### src/rtl/mux4to1_rr_arbiter.sv
// Round-robin arbiter that shares one 4:1 WIDTH-bit mux between four requesters (optional MUX_ARB_XFER_CNT_EN adds xfer_cnt).
// Latency: a request seen in IDLE raises out_valid one cycle later; back-to-back grants add no bubble.
// Backpressure: while out_ready is low the grant, out_sel and out_valid hold, and no ack is issued.

module mux4to1_16bit #(
    parameter int WIDTH = 16
) (
    input  logic [WIDTH-1:0] in0,
    input  logic [WIDTH-1:0] in1,
    input  logic [WIDTH-1:0] in2,
    input  logic [WIDTH-1:0] in3,
    input  logic [1:0]       sel,
    output logic [WIDTH-1:0] out
);

    // Plain combinational 4:1 select.
    always_comb begin
        out = in0;
        case (sel)
            2'd0:    out = in0;
            2'd1:    out = in1;
            2'd2:    out = in2;
            default: out = in3;
        endcase
    end

endmodule

module mux4to1_rr_arbiter #(
    parameter int WIDTH = 16
) (
    input  logic             clk,
    input  logic             reset,
    input  logic [3:0]       req,
    input  logic [WIDTH-1:0] in0,
    input  logic [WIDTH-1:0] in1,
    input  logic [WIDTH-1:0] in2,
    input  logic [WIDTH-1:0] in3,
    output logic [3:0]       ack,
    output logic [WIDTH-1:0] out_data,
    output logic             out_valid,
    input  logic             out_ready,
`ifdef MUX_ARB_XFER_CNT_EN
    output logic [15:0]      xfer_cnt,
`endif
    output logic [1:0]       out_sel
);

    typedef enum logic {IDLE = 1'b0, BUSY = 1'b1} state_t;

    state_t     state;
    state_t     next_state;
    logic [1:0] ptr;
    logic [1:0] next_ptr;
    logic [1:0] next_sel;
    logic       next_valid;
    logic       xfer;
    logic [2:0] pick;
    logic [WIDTH-1:0] mux_out;

    // Search mask starting at index start, wrapping mod 4; returns {found, index}.
    // Walking the offsets from far to near lets the nearest hit overwrite the others.
    function automatic logic [2:0] rr_pick(input logic [3:0] mask, input logic [1:0] start);
        logic [2:0] r;
        logic [1:0] idx;
        r = 3'b000;
        for (int k = 3; k >= 0; k--) begin
            idx = start + 2'(k);
            if (mask[idx]) r = {1'b1, idx};
        end
        return r;
    endfunction

    mux4to1_16bit #(.WIDTH(WIDTH)) u_mux (
        .in0 (in0),
        .in1 (in1),
        .in2 (in2),
        .in3 (in3),
        .sel (out_sel),
        .out (mux_out)
    );

    assign xfer     = out_valid && out_ready;
    assign out_data = out_valid ? mux_out : '0;

    // Next-state, grant search and ack generation.
    always_comb begin
        next_state = state;
        next_sel   = out_sel;
        next_valid = out_valid;
        next_ptr   = ptr;
        ack        = 4'b0000;
        pick       = 3'b000;
        case (state)
            IDLE: begin
                pick = rr_pick(req, ptr);
                if (pick[2]) begin
                    next_sel   = pick[1:0];
                    next_valid = 1'b1;
                    next_state = BUSY;
                end
            end
            BUSY: begin
                if (xfer) begin
                    ack      = 4'b0001 << out_sel;
                    next_ptr = out_sel + 2'd1;
                    // The requester just served is masked so a re-raised req waits a cycle.
                    pick     = rr_pick(req & ~(4'b0001 << out_sel), out_sel + 2'd1);
                    if (pick[2]) begin
                        next_sel = pick[1:0];
                    end else begin
                        next_valid = 1'b0;
                        next_state = IDLE;
                    end
                end
            end
            default: begin
                next_state = IDLE;
                next_valid = 1'b0;
            end
        endcase
    end

    // State, grant and round-robin pointer registers.
    always_ff @(posedge clk) begin
        if (reset) begin
            state     <= IDLE;
            out_valid <= 1'b0;
            out_sel   <= 2'd0;
            ptr       <= 2'd0;
        end else begin
            state     <= next_state;
            out_valid <= next_valid;
            out_sel   <= next_sel;
            ptr       <= next_ptr;
        end
    end

`ifdef MUX_ARB_XFER_CNT_EN
    // Free-running count of completed transfers, wraps naturally at 16 bits.
    always_ff @(posedge clk) begin
        if (reset) begin
            xfer_cnt <= 16'd0;
        end else if (xfer) begin
            xfer_cnt <= xfer_cnt + 16'd1;
        end
    end
`endif

endmodule

### config.mk
export PLATFORM = sky130hd
export DESIGN_NAME = mux4to1_rr_arbiter
export DESIGN_NICKNAME = d
export VERILOG_FILES = /design/src/rtl/mux4to1_rr_arbiter.sv
export SDC_FILE = /design/constraint.sdc
export NUM_CORES = 1
export LEC_CHECK = 0
export ABC_AREA = 1
export BUFFER_PORTS_ARGS = -buffer_cell sky130_fd_sc_hd__buf_4
export CELL_PAD_IN_SITES_DETAIL_PLACEMENT = 0
export CELL_PAD_IN_SITES_GLOBAL_PLACEMENT = 2
export CORE_ASPECT_RATIO = 0.7
export CORE_MARGIN = 2
export CORE_UTILIZATION = 15
export DETAILED_ROUTE_END_ITERATION = 16
export PLACE_DENSITY_LB_ADDON = 0.08
export SYNTH_ARGS = -nofsm -noshare
export SYNTH_HDL_FRONTEND = slang
export SYNTH_SLANG_ARGS = --single-unit
### constraint.sdc
create_clock -name clk -period 1.92 [get_ports clk]
set_input_delay 0.48 -clock clk [delete_from_list [all_inputs] [get_ports clk]]
set_output_delay 0.48 -clock clk [all_outputs]
set_load 0.005 [all_outputs]
==> results of run 1 <==
==> metrics by stage <==
| stage | power [uW] | setup TNS, ps | util (%) | cells |
|---|---|---|---|---|
| after global routing | 2280 | -123 | 31.1 | 449 |
| after detailed placement | 1470 | 0 | 27.0 | 439 |
| final | 2040 | 0 | 31.1 | 449 |
| after floorplan | 898 | 0 | - | 242 |
| after CTS | 1920 | 0 | 29.1 | 446 |
| after global placement | 1490 | 0 | 27.0 | 439 |
==> kinds of logic (layout without fill, tap and decap cells) <==
kind of cell               after synthesis  in the layout
AOI/OAI and AO/OA                       64             64
buffers and inverters                   33            139
DFF                                      6              6
and+or+nand+nor                        135            135
adders and majority gates                4              4
==> repair_timing <==
item / in CTS / in global routing
resized for setup: 15 / 41
pin swaps: 1 / 7
cloned: 0 / 1
endpoints found under the setup margin: 16 / 22
hold endpoints to repair: 0 / 0
buffers inserted: 4 / 2
hold buffers: 0 / 0
==> cell type report <==
cell class / instances / area [um2]
repair buffers: 115 / 940
clock buffers: 3 / 75.1
inverters: 21 / 91.3
well taps: 101 / 126
fillers: 904 / 5450
multi-input cells: 203 / 1100
flip-flops and latches: 6 / 128
==> power groups by stage <==
stage / Combinational (uW) / Clock, uW / Sequential [uW]
6_report: 1490 / 350 / 205
5_1_grt: 1690 / 369 / 214
4_1_cts: 1380 / 355 / 192
3_3_place_gp: 1300 / 0 / 183
2_1_floorplan: 718 / 0 / 180
3_5_place_dp: 1280 / 0 / 184
==> cells in the mapped netlist <==
cell type / count
buf_1: 1
a31oi_1: 17
o21ai_0: 21
a21oi_2: 1
clkbuf_1: 6
o21bai_1: 1
ha_1: 4
buf_6: 1
o21ai_2: 2
nor2_2: 2
nand3_1: 15
inv_2: 5
buf_2: 4
dfxtp_1: 6
nand2_2: 16
a21oi_1: 22
nand2_1: 89
nor2_1: 13
inv_1: 16
==> flip-flops by register name, indices dropped and copies added, names as in the netlist <==
register   flops
ptr            2
out_valid      1
state          1
out_sel        2
==> how the worst min path moves through the flow <==
| stage | from | to | slack [ps] |
|---|---|---|---|
| after detailed placement | state | state | 630 |
| after CTS | reset | out_sel[1] | 430 |
| final | reset | out_sel[1] | 420 |
| after global placement | out_sel[1] | out_sel[1] | 630 |
| after global routing | reset | out_sel[1] | 430 |
| after floorplan | out_sel[1] | out_sel[1] | 500 |
==> worst register-to-register path, delay by kind of cell, from the launching register on <==
family | cells | cell delay [ps]
buffers and inverters | 3 | 280
and+or+nand+nor | 11 | 790
DFF | 1 | 390
adders and majority gates | 1 | 170
==> layer usage <==
| metal | part of all wire (%) | up-vias |
|---|---|---|
| met3 | 9.2 | 2 |
| met5 | 0 | - |
| met1 | 52 | 822 |
| met4 | 0.13 | 0 |
| met2 | 39 | 71 |
| li1 | - | 1011 |
==> reports/metrics.yaml, run 1 <==
post-place-ws_ps: 17.6
reg2reg_to: "out_sel[0]"
arrival_ps: 1380
synth_seq_cells: 6
clockBufferDepth: 2
mostFrequentLayoutCells: "buf_4 (107), nand2_1 (87), nand2_2 (18), a31oi_1 (16), inv_1 (14)"
layout_commonest_cell: "buf_4"
area_growth_pct: 99.6
holdWs_ps: 425
clk_pin_slew_ps: 40
synth_area_leaders: "nand2_1 (27%), dfxtp_1 (9.7%), a21oi_1 (8.9%)"
relSlewSlack_pct: 77.2
io_pins: 94
cp-startpoint: "out_sel[1]"
antenna_left: 0
r2r_slack_ps: 170
synth_simple_gate_area_share_pct: 46.3
grt_use_total_pct: 13.4
min_path_cells: 2
grt_pass1_wl_um: 9690
path_cells: "inv_4 > ha_4 > buf_4 > a21oi_2 > a31oi_2 > buf_4"
cts_root_buf: "clkbuf_16"
endpoint: "out_data[2]"
core_mm2: 0.00791
worst-path-buf-inv: 3
drive_gt1_share_pct: 48.9
synth_compound_area_share_pct: 28.8
grt_start_max_net_pins: 17
rsz0062_at_grt: "yes"
cts_sinks: 6
power_frac_seq_pct: 10.0
synthAdderAreaFrac_pct: 4.06
slew_viol_final: 0
muxShareOfSynthArea_pct: 0
wire_per_inst_um: 13.8
fin_crit_sh_pct: 97.1
pwr-share-clk_pct: 17.1
ys_warn_count: 0
hold_path.class: "input port to flop"
cp-start-kind: "flop"
globalplace.congestion: 0.865
vdd_ir_drop_max_v: 0.000251
critPathKind: "flop to output pin"
use_met3_pct: 4.25
dieArea_mm2: 0.00897
first_global_vias: 1890
dieHeight_um: 79.8
top_usage_layer: "met1"
use_met2_pct: 18.7
placementRows: 27
worstMarginPinSlew_ps: 342
final_nets: 425
cts_inserted_buffers: 3
syn_avg_cell_area_um2: 5.09
grtUsageMet1_pct: 20.4
finalHoldViolCount: 0
synth_top_area_share_pct: 27.1
p_int_uw: 1130
antenna-diode-count: 0
synth_fp_nets: 317
ys_seq_area_share_pct: 9.75
port-buffer-count: 93
switching_share_pct: 44.6
fin_crit_ps: 1860
finalSetupViolCount: 0
yosysUniqueCellTypes: 19
clk_latency_ps: 230
p_sw_uw: 911
die_w_um: 112
syn_area_mm2: 0.00123
path_max_fanout: 5
slowest_delay_ps: 390
antenna_found_initial: 0
outcome: "finished, final reports clean"
drc: 0
drt_pass1_iterations: 4
dpl.hpwl_um: 5000
yosys.area.top_type: "nand2_1"
stdcell_area_mm2: 0.00246
power_density_mw_per_mm2: 831
post_synth_xor_area_fraction_pct: 0
r2r_start: "out_sel[0]"
drt-total-wl_um: 6190
fmax_ghz: 0.537
setup_ws_ps: 56.6
combPwrFrac_pct: 72.9
clock_skew_ps: 2.08
cp.required_ps: 1440
end_kind: "output pin"
synth_top_family_by_area: "simple AND/OR/NAND/NOR gates"
cp_slowest_cell: "dfxtp_4"
gr-total-overflow: 0
synthCells: 242
crit_cells: 6
postPlaceCellArea_mm2: 0.00214
cts_tree: "built"
num_vias: 1906
reg2reg_depth: 15
start_util_pct: 15.6
leakagePower_uw: 0.00121
crit_family: "flip-flops"
maxCapViolations: 0
cts.htree.levels: 1
crit_top_cell: "buf_4"
drt-initial-drc-count: 111
viasPerCell: 4.24
Note: power is estimated with default switching activity, not from simulation.
==> inputs of run 2 (changes only) <==
Settings changed: CELL_PAD_IN_SITES_DETAIL_PLACEMENT 0 to 1, CELL_PAD_IN_SITES_GLOBAL_PLACEMENT 2 to 1, CORE_UTILIZATION 15 to 22.
==> reports/metrics.yaml, run 2 (synthesis results as in run 1) <==
arrival_ps: 1370  # about the same
dpl.hpwl_um: 4850  # -3.1%
cts.htree.levels: 1  # unchanged
worstMarginPinSlew_ps: 323  # -18.7 ps
wire_per_inst_um: 14.5  # +5.3%
clock_skew_ps: 13.9  # +11.8 ps
viasPerCell: 4.64  # +9.3%
layout_commonest_cell: "buf_4"
grt_start_max_net_pins: 20  # +3
final_nets: 422  # -0.71%
io_pins: 94  # unchanged
start_util_pct: 23.2  # +7.6 points
clockBufferDepth: 2  # unchanged
fin_crit_sh_pct: 96.3  # -0.73 points
vdd_ir_drop_max_v: 0.000241  # -3.9%
finalSetupViolCount: 0  # unchanged
critPathKind: "flop to output pin"
fmax_ghz: 0.541  # +0.76%
met3_wirelength_um: 441  # -22%
relSlewSlack_pct: 78.4  # +1.2 points
drt_pass1_iterations: 4  # unchanged
cts_inserted_buffers: 3  # unchanged
cp-start-kind: "flop"
outcome: "finished, final reports clean"
multi_input_area_mm2: 0.00105  # -4.3%
fillCellCount: 723  # -20%
gr-total-overflow: 0  # unchanged
hold_buffers: 0  # unchanged
highest_layer: "met4"
antenna-diode-count: 0  # unchanged
placementRows: 22  # -19%
utilization_pct: 42.7  # +12 points
drive_gt1_share_pct: 44.9  # -3.9 points
drt-initial-drc-count: 46  # -59%
holdWs_ps: 431  # +6.67 ps
wl_met2_um: 2680  # +11%
grt_pass1_wl_um: 9310  # -4.0%
reg.largest.list: "out_sel (2), ptr (2)"
clk_latency_ps: 240  # about the same
mostFrequentLayoutCells: "buf_4 (107), nand2_1 (89), o21ai_0 (21), a31oi_1 (17), nand2_2 (16)"
m1WireLength_um: 2910  # -9.0%
dieArea_mm2: 0.00623  # -31%
drc: 0  # unchanged
grt_use_total_pct: 19.0  # +5.6 points
end_kind: "output pin"
fin_crit_ps: 1850  # -14.0 ps
drt-total-wl_um: 6060  # -2.2%
dieHeight_um: 66.6  # -17%
antenna_left: 0  # unchanged
rsz0062_at_grt: "yes"
seqCellArea_um2: 128  # unchanged
port-buffer-count: 93  # unchanged
power_density_mw_per_mm2: 818  # -1.6%
globalplace.congestion: 0.839  # -2.9%
leakagePower_uw: 0.00115  # -5.1%
die_w_um: 93.5  # -17%
hold_path.class: "input port to flop"
first_global_vias: 1955  # +3.4%
core_mm2: 0.00531  # -33%
antenna_found_initial: 0  # unchanged
maxCapViolations: 0  # unchanged
num_vias: 1934  # +1.5%
cp.required_ps: 1440  # about the same
path_max_fanout: 16  # +11
finalHoldViolCount: 0  # unchanged
slew_viol_final: 0  # unchanged
area_growth_pct: 84.2
cts_sinks: 6  # unchanged
cts_tree: "built"
cts_root_buf: "clkbuf_8"
clk_pin_slew_ps: 50  # about the same
run 2: cell count changes in the layout (fill, tap and decap cells not counted), sizes merged:
cell    change
clkbuf      -1
buf         -2
run 2: area by class of cell:
cell class	instances	share of cell area, %
Multi-Input combinational cell	203	46.4
Sequential cell	6	5.62
Clock buffer	3	1.82
Tap cell	72	3.97
Timing Repair Buffer	112	38.2
Inverter	21	4.02
run 2: power by group:
| part | switching (uW) | internal, uW |
|---|---|---|
| Combinational | 758 | 681 |
| Clock | 78.5 | 137 |
| Sequential | 48.7 | 153 |
| Total | 886 | 971 |
run 2: final timing paths:
| kind | to | slack (ps) | from | cells after the start |
|---|---|---|---|---|
| max | out_data[14] | 70 | out_sel[0] | 5 |
| min | out_sel[1] | 430 | reset | 2 |
| max reg2reg | out_sel[0] | 140 | out_sel[0] | 14 |
| min reg2reg | state | 630 | state | 2 |
run 2: worst max-delay path: stages (launching register included):
cell and delay (ps):
dfxtp_4 410, ha_4 190, buf_8 180, a21oi_2 40
a31oi_1 170, buf_4 140
run 2: timing repair:
action,CTS,global route
setup endpoints to repair,17,17
buffers inserted,1,3
pin swaps,0,6
resized for setup,14,18
run 2: per-layer routing:
| layer | global-route usage, % | vias up |
|---|---|---|
| met5 | 0 | - |
| met3 | 5.32 | 2 |
| met1 | 27.2 | 867 |
| li1 | - | 1003 |
| met2 | 29.0 | 62 |
| met4 | 2.21 | 0 |
run 2: metrics by stage:
stage / total power (uW) / cell area (um2) / std cells / worst slack [ps] / setup TNS [ps]
2_1_floorplan: 898 / 1230 / 242 / 77.3 / 0
3_3_place_gp: 1460 / 2080 / 410 / 72.0 / 0
3_5_place_dp: 1460 / 2080 / 410 / 74.5 / 0
4_1_cts: 1770 / 2180 / 414 / 9.47 / 0
5_1_grt: 2050 / 2270 / 417 / -19.2 / -80.8
6_report: 1860 / 2270 / 417 / 70.6 / 0
